`src/rtl/vram_scan_arbiter_if.sv`:
```
// Writer handshake and single-port video RAM bus shared by the scan arbiter.
interface vram_scan_arbiter_if #(
  parameter int unsigned ADDR_W = 15
);
  logic              iWrReq;
  logic [ADDR_W-1:0] iWrAddr;
  logic [2:0]        iWrData;
  logic              oWrAck;
  logic [ADDR_W-1:0] oRamAddr;
  logic [2:0]        oRamData;
  logic              oRamWe;
  logic [2:0]        iRamData;

  modport slave (
    input  iWrReq, iWrAddr, iWrData, iRamData,
    output oWrAck, oRamAddr, oRamData, oRamWe
  );

  modport master (
    output iWrReq, iWrAddr, iWrData, iRamData,
    input  oWrAck, oRamAddr, oRamData, oRamWe
  );
endinterface

```
`src/rtl/vram_scan_arbiter.sv`:
```
// Arbitrates one synchronous-read video RAM between VGA scanout prefetch
// (fixed priority) and a req/ack pixel writer; 160x120 cells scaled 4x4.
module vram_scan_arbiter #(
  parameter int unsigned H_ACTIVE  = 640,
  parameter int unsigned V_ACTIVE  = 480,
  parameter int unsigned H_TOTAL   = 800,
  parameter int unsigned V_TOTAL   = 521,
  parameter int unsigned FB_WIDTH  = H_ACTIVE >> 2,
  parameter int unsigned FB_HEIGHT = V_ACTIVE >> 2,
  parameter int unsigned ADDR_W    = 15
) (
  input  logic                Clock,
  input  logic                Reset,
  input  logic                iEnable,
  input  logic [9:0]          iColumn,
  input  logic [9:0]          iRow,
  vram_scan_arbiter_if.slave  bus,
  output logic [2:0]          oPixel,
  output logic                oDropErr
);

  localparam logic [9:0]        HA       = 10'(H_ACTIVE);
  localparam logic [9:0]        HT       = 10'(H_TOTAL);
  localparam logic [9:0]        VA       = 10'(V_ACTIVE);
  localparam logic [9:0]        VT       = 10'(V_TOTAL);
  localparam logic [ADDR_W-1:0] FBW      = ADDR_W'(FB_WIDTH);
  localparam logic [ADDR_W-1:0] FB_CELLS = ADDR_W'(FB_WIDTH * FB_HEIGHT);

  logic [9:0] next_row;
  logic       slot_a, slot_b, scan;
  logic [7:0] line, grp;
  logic       drop;
  logic       pend_q;
  logic [2:0] rnext_q;

  // Slot (a) fetches the group one ahead of the column being shown; slot (b)
  // fetches group 0 of the coming line near the end of horizontal blanking.
  always_comb begin
    next_row = (iRow == VT - 10'd1) ? '0 : iRow + 10'd1;
    slot_a   = iEnable && (iRow < VA) && (iColumn[1:0] == 2'b00) && (iColumn < HA - 10'd4);
    slot_b   = iEnable && (iColumn == HT - 10'd4) && (next_row < VA);
    scan     = slot_a || slot_b;
    line     = slot_b ? next_row[9:2] : iRow[9:2];
    grp      = slot_b ? '0 : iColumn[9:2] + 8'd1;
  end

  always_comb begin
    bus.oRamAddr = '0;
    bus.oRamWe   = 1'b0;
    bus.oWrAck   = 1'b0;
    bus.oRamData = bus.iWrData;
    drop         = 1'b0;
    if (!Reset) begin
      if (scan) begin
        bus.oRamAddr = ADDR_W'(line) * FBW + ADDR_W'(grp);
      end else if (bus.iWrReq) begin
        bus.oWrAck = 1'b1;
        if (bus.iWrAddr < FB_CELLS) begin
          bus.oRamWe   = 1'b1;
          bus.oRamAddr = bus.iWrAddr;
        end else begin
          drop = 1'b1;
        end
      end
    end
  end

  always_ff @(posedge Clock) begin
    if (Reset) begin
      pend_q   <= 1'b0;
      rnext_q  <= '0;
      oPixel   <= '0;
      oDropErr <= 1'b0;
    end else begin
      pend_q <= scan;
      if (pend_q) begin
        rnext_q <= bus.iRamData;
      end
      if (iEnable && (iRow < VA) && (iColumn < HA) && (iColumn[1:0] == 2'b00)) begin
        oPixel <= rnext_q;
      end else if ((iColumn >= HA) || (iRow >= VA) || !iEnable) begin
        oPixel <= '0;
      end
      if (drop) begin
        oDropErr <= 1'b1;
      end
    end
  end

endmodule
```
`src/flat_wrapper.sv`:
```
// flat-port wrapper written by rule: the top's interface ports become plain ports
module vram_scan_arbiter_flat 
#(
  parameter int unsigned H_ACTIVE  = 640,
  parameter int unsigned V_ACTIVE  = 480,
  parameter int unsigned H_TOTAL   = 800,
  parameter int unsigned V_TOTAL   = 521,
  parameter int unsigned FB_WIDTH  = H_ACTIVE >> 2,
  parameter int unsigned FB_HEIGHT = V_ACTIVE >> 2,
  parameter int unsigned ADDR_W    = 15
)
  (Clock, Reset, iEnable, iColumn, iRow, oPixel, oDropErr, bus_iWrReq, bus_iWrAddr, bus_iWrData, bus_iRamData, bus_oWrAck, bus_oRamAddr, bus_oRamData, bus_oRamWe);
  vram_scan_arbiter_if #(.ADDR_W(ADDR_W)) bus_i ();
  input  logic Clock;
  input  logic Reset;
  input  logic iEnable;
  input  logic [9:0] iColumn;
  input  logic [9:0] iRow;
  output logic [2:0] oPixel;
  output logic oDropErr;
  input wire logic [$bits(bus_i.iWrReq)-1:0] bus_iWrReq;
  input wire logic [$bits(bus_i.iWrAddr)-1:0] bus_iWrAddr;
  input wire logic [$bits(bus_i.iWrData)-1:0] bus_iWrData;
  input wire logic [$bits(bus_i.iRamData)-1:0] bus_iRamData;
  output wire logic [$bits(bus_i.oWrAck)-1:0] bus_oWrAck;
  output wire logic [$bits(bus_i.oRamAddr)-1:0] bus_oRamAddr;
  output wire logic [$bits(bus_i.oRamData)-1:0] bus_oRamData;
  output wire logic [$bits(bus_i.oRamWe)-1:0] bus_oRamWe;
  assign bus_i.iWrReq = bus_iWrReq;
  assign bus_i.iWrAddr = bus_iWrAddr;
  assign bus_i.iWrData = bus_iWrData;
  assign bus_i.iRamData = bus_iRamData;
  assign bus_oWrAck = bus_i.oWrAck;
  assign bus_oRamAddr = bus_i.oRamAddr;
  assign bus_oRamData = bus_i.oRamData;
  assign bus_oRamWe = bus_i.oRamWe;
  vram_scan_arbiter #(.H_ACTIVE(H_ACTIVE), .V_ACTIVE(V_ACTIVE), .H_TOTAL(H_TOTAL), .V_TOTAL(V_TOTAL), .FB_WIDTH(FB_WIDTH), .FB_HEIGHT(FB_HEIGHT), .ADDR_W(ADDR_W)) u_core (.Clock(Clock), .Reset(Reset), .iEnable(iEnable), .iColumn(iColumn), .iRow(iRow), .bus(bus_i), .oPixel(oPixel), .oDropErr(oDropErr));
endmodule
```
`config.mk`:
```
export PLATFORM = sky130hd
export DESIGN_NAME = vram_scan_arbiter_flat
export DESIGN_NICKNAME = d
export VERILOG_FILES = /design/src/rtl/vram_scan_arbiter_if.sv /design/src/rtl/vram_scan_arbiter.sv /design/src/flat_wrapper.sv
export SDC_FILE = /design/constraint.sdc
export NUM_CORES = 1
export LEC_CHECK = 0
export BUFFER_PORTS_ARGS = -buffer_cell sky130_fd_sc_hd__buf_4
export CORE_MARGIN = 2
export CORE_UTILIZATION = 40
export CTS_CLUSTER_DIAMETER = 100
export DETAILED_ROUTE_END_ITERATION = 10
export GPL_TIMING_DRIVEN = 0
export PLACE_DENSITY = 0.67
export SYNTH_ARGS = -nofsm -noshare
export SYNTH_HDL_FRONTEND = slang
export SYNTH_SLANG_ARGS = --single-unit
export TNS_END_PERCENT = 30
```
`constraint.sdc`:
```
create_clock -name Clock -period 9.02 [get_ports Clock]
set_input_delay 1.804 -clock Clock [delete_from_list [all_inputs] [get_ports Clock]]
set_output_delay 1.804 -clock Clock [all_outputs]
set_load 0.02 [all_outputs]
```
==> flow_summary.toml <==
[setup_path]
reg2reg_slack_ps = 8260
cp.required_ps = 7220
worstReg2RegStart = "u_core.pend_q"
path_cells = "buf_4 > nor4b_1 > nand2_1 > a311oi_2 > o221ai_2 > buf_2 > nor2_1 > xor2_1 > ha_1 > ha_1 > inv_1 > fa_1 > nand2b_1 > a21oi_1 > xor2_1 > nand4_1 > xnor2_1 > a32o_1 > buf_4"
max_stage_delay_ps = 380
critPathMaxFanout = 10
worstSetupPathType = "in -> out"
crit_arrival_ps = 5690
rr_endpoint = "u_core.rnext_q[2]"
r2r_cells = 2
end_kind = "output port"
start_kind = "input pin"
setup.worst_path.start = "iRow[6]"
endpoint = "bus_oRamAddr[14]"
cp_slowest_cell = "fa_1"

[layout]
finalInstanceArea_um2 = 2060
multiInputGateArea_um2 = 1210
area_growth_pct = 40.2
num_antenna_cells = 0
finalNetCount = 317
n_fill_cell = 367
final_util = 0.570
layout-drive-gt1-share = 0.335
seq_area_um2 = 160
fin_cells = 299

[floorplanning]
ioPinCount = 69
core-area_um2 = 3610
rows = 22
start_util = 0.407
dieHeight_um = 64.6
dieArea_um2 = 4170
die_w_um = 64.6

[synth]
synth_edf_count = 0
synth_seq_cells = 8
synth_top_area_frac = 0.145
ys_top_cells_by_area = "ha_1 14%, dfxtp_1 11%, a22o_1 8.4%"
avgSynthCellArea_um2 = 8.02
yosysTopAreaCell = "ha_1"
yosysSeqAreaShare = 0.109
synth_cell_types = 49
synth_ff_type = "dfxtp_1"
syn-cell-area_um2 = 1470
async_flop_share = 0
yosysWarnings = 0
syn-instance-count = 183
syn-num-nets = 247

[detailed_routing]
route.detailed.drc = 0
vias = 1553
firstDrtPassIters = 4
drt_iter0_markers = 51
ant_nets = 0
avgRoutedWirePerCell_um = 12.1
vias_per_cell = 5.19
wl_mm = 3.61

[sta]
relSlewSlack = 0.752
post-route-min-period_ps = 7500
rsz0062_at_grt = "no"
slew_viol_final = 0
fin_skew_ps = 3.90
hold_viol = 0
max_freq_ghz = 0.133
worst_pin_slew_ps = 367
setup_viol_count_final = 0
tns_ps = 0
fin_crit_sh = 0.831

[pwr]
p_per_area_nw_per_um2 = 83.6
ir_drop_uv = 32.5
finalPower_mw = 0.172
leakage_nw = 0.935

[global_routing]
grt_pass1_vias = 1403
grt_pass1_wl_mm = 6.08
antenna_found_initial = 0
grtUsageTotal = 0.178
grt.overflow.total = 0
grt_start_max_net_pins = 11

[clock_tree]
clock-root-buffer = "clkbuf_8"
numCtsBuffers = 3
clockBufferDepth = 2
htree_num_levels = 1
cts.sinks = 8
cts_resized = 0
post_cts_buffers = 0
clkTransAtPathRegs_ps = 40
cts_tree = "built"
worstSkewPairLatency_ps = 230
cts_hold_buf = 0

[placement]
placed_area_um2 = 2020
dp_hpwl_mm = 3.13
port_buffers = 65
routabilityCongestion = 0.787
dp_cells = 296

[run]
cap_violations = 0

[outcome]
status = "finished, final reports clean"

[hold_path]
hp-class = "reg -> reg"
## final cells by class
| cell class | count | area share |
|---|---|---|
| plain buffers | 6 | 0.0213 |
| clock buffers | 3 | 0.0201 |
| inverters | 13 | 0.0237 |
| multi-input cells | 156 | 0.591 |
| flip-flops and latches | 8 | 0.0779 |
| well taps | 48 | 0.0292 |
| repair buffers | 65 | 0.237 |
## cells in the mapped netlist (all sizes together), types with 2 or more instances
cell type / instances
nor4b: 2
nand3: 9
xor2: 12
o21a: 2
buf: 6
xnor2: 13
a22o: 14
nor2: 13
nor3b: 3
a21oi: 6
fa: 2
nor2b: 4
o31ai: 2
inv: 13
ha: 17
nand2b: 3
dfxtp: 8
o21ai: 10
nand2: 12
nor4: 3
nor3: 4
mux2i: 3
a21o: 2
and2: 2
## how the worst min path moves through the flow
stage,endpoint,depth (start not counted),from,slack [ps]
4_1_cts,u_core.oPixel[2],2,u_core.rnext_q[2],450
3_3_place_gp,u_core.oPixel[2],2,u_core.rnext_q[2],450
5_1_grt,u_core.oPixel[0],2,u_core.rnext_q[0],460
6_report,u_core.oPixel[2],2,u_core.rnext_q[2],450
3_5_place_dp,u_core.oPixel[2],2,u_core.rnext_q[2],450
2_1_floorplan,u_core.oPixel[0],2,u_core.rnext_q[0],430
## sequential cells by signal, summed over array words and instances, names as in the netlist
| register | count |
|---|---|
| u_core.pend_q | 1 |
| u_core.oPixel | 3 |
| u_core.oDropErr | 1 |
| u_core.rnext_q | 3 |
## cells in the final DEF, fill, tap and decap left out, types with 3 or more instances in the layout
master    count
dfxtp_1       8
nor2b_1       4
clkbuf_8      3
o21ai_1       3
a22o_1       14
xor2_1       12
nor4_1        3
ha_1         17
nand2_1      12
nor3_2        3
xnor2_1      13
mux2i_1       3
o21ai_0       7
buf_4        68
nor2_1       13
inv_1        12
a21oi_1       6
nand3_1       7
nand2b_1      3
## cells by family (layout without fill, tap and decap cells)
group,after synthesis,count (layout),synth area share
buf+inv,19,87,0.0631
simple gates,62,62,0.246
compound gates,47,47,0.240
mux,3,3,0.0205
flops,8,8,0.109
fa+ha+maj,19,19,0.172
xor+xnor,25,25,0.149
## worst max-delay path: cells and delay by family
| kind | cells | cell delay, ps |
|---|---|---|
| AO/OA/AOI/OAI | 4 | 920 |
| AND/OR/NAND/NOR | 5 | 900 |
| adder cells (fa/ha/maj) | 3 | 750 |
| buffers and inverters | 4 | 570 |
| XOR/XNOR | 3 | 720 |
## power breakdown
group | leakage [nW] | internal [mW] | switching [mW] | total [mW]
sequential | 0.0647 | 0.0361 | 0.000341 | 0.0364
combinational | 0.849 | 0.0456 | 0.0475 | 0.0931
clock | 0.0216 | 0.0289 | 0.0137 | 0.0425
## layer usage
layer / global-route usage / share of wire / vias to the layer above / wire length (um)
met4: 0.0479 / 0.011 / 0 / 38
met2: 0.298 / 0.45 / 41 / 1620
li1: - / - / 812 / -
met3: 0.0174 / 0.047 / 3 / 170
met1: 0.243 / 0.49 / 697 / 1780
met5: 0 / 0 / - / 0
## stage by stage
stage               hold WS, ps  worst slack, ps
floorplan                   428             2180
global placement            446             1500
detailed placement          446             1510
CTS                         451             1500
global route                462             1130
finish                      446             1520
Power figures use the tool's default switching activity.
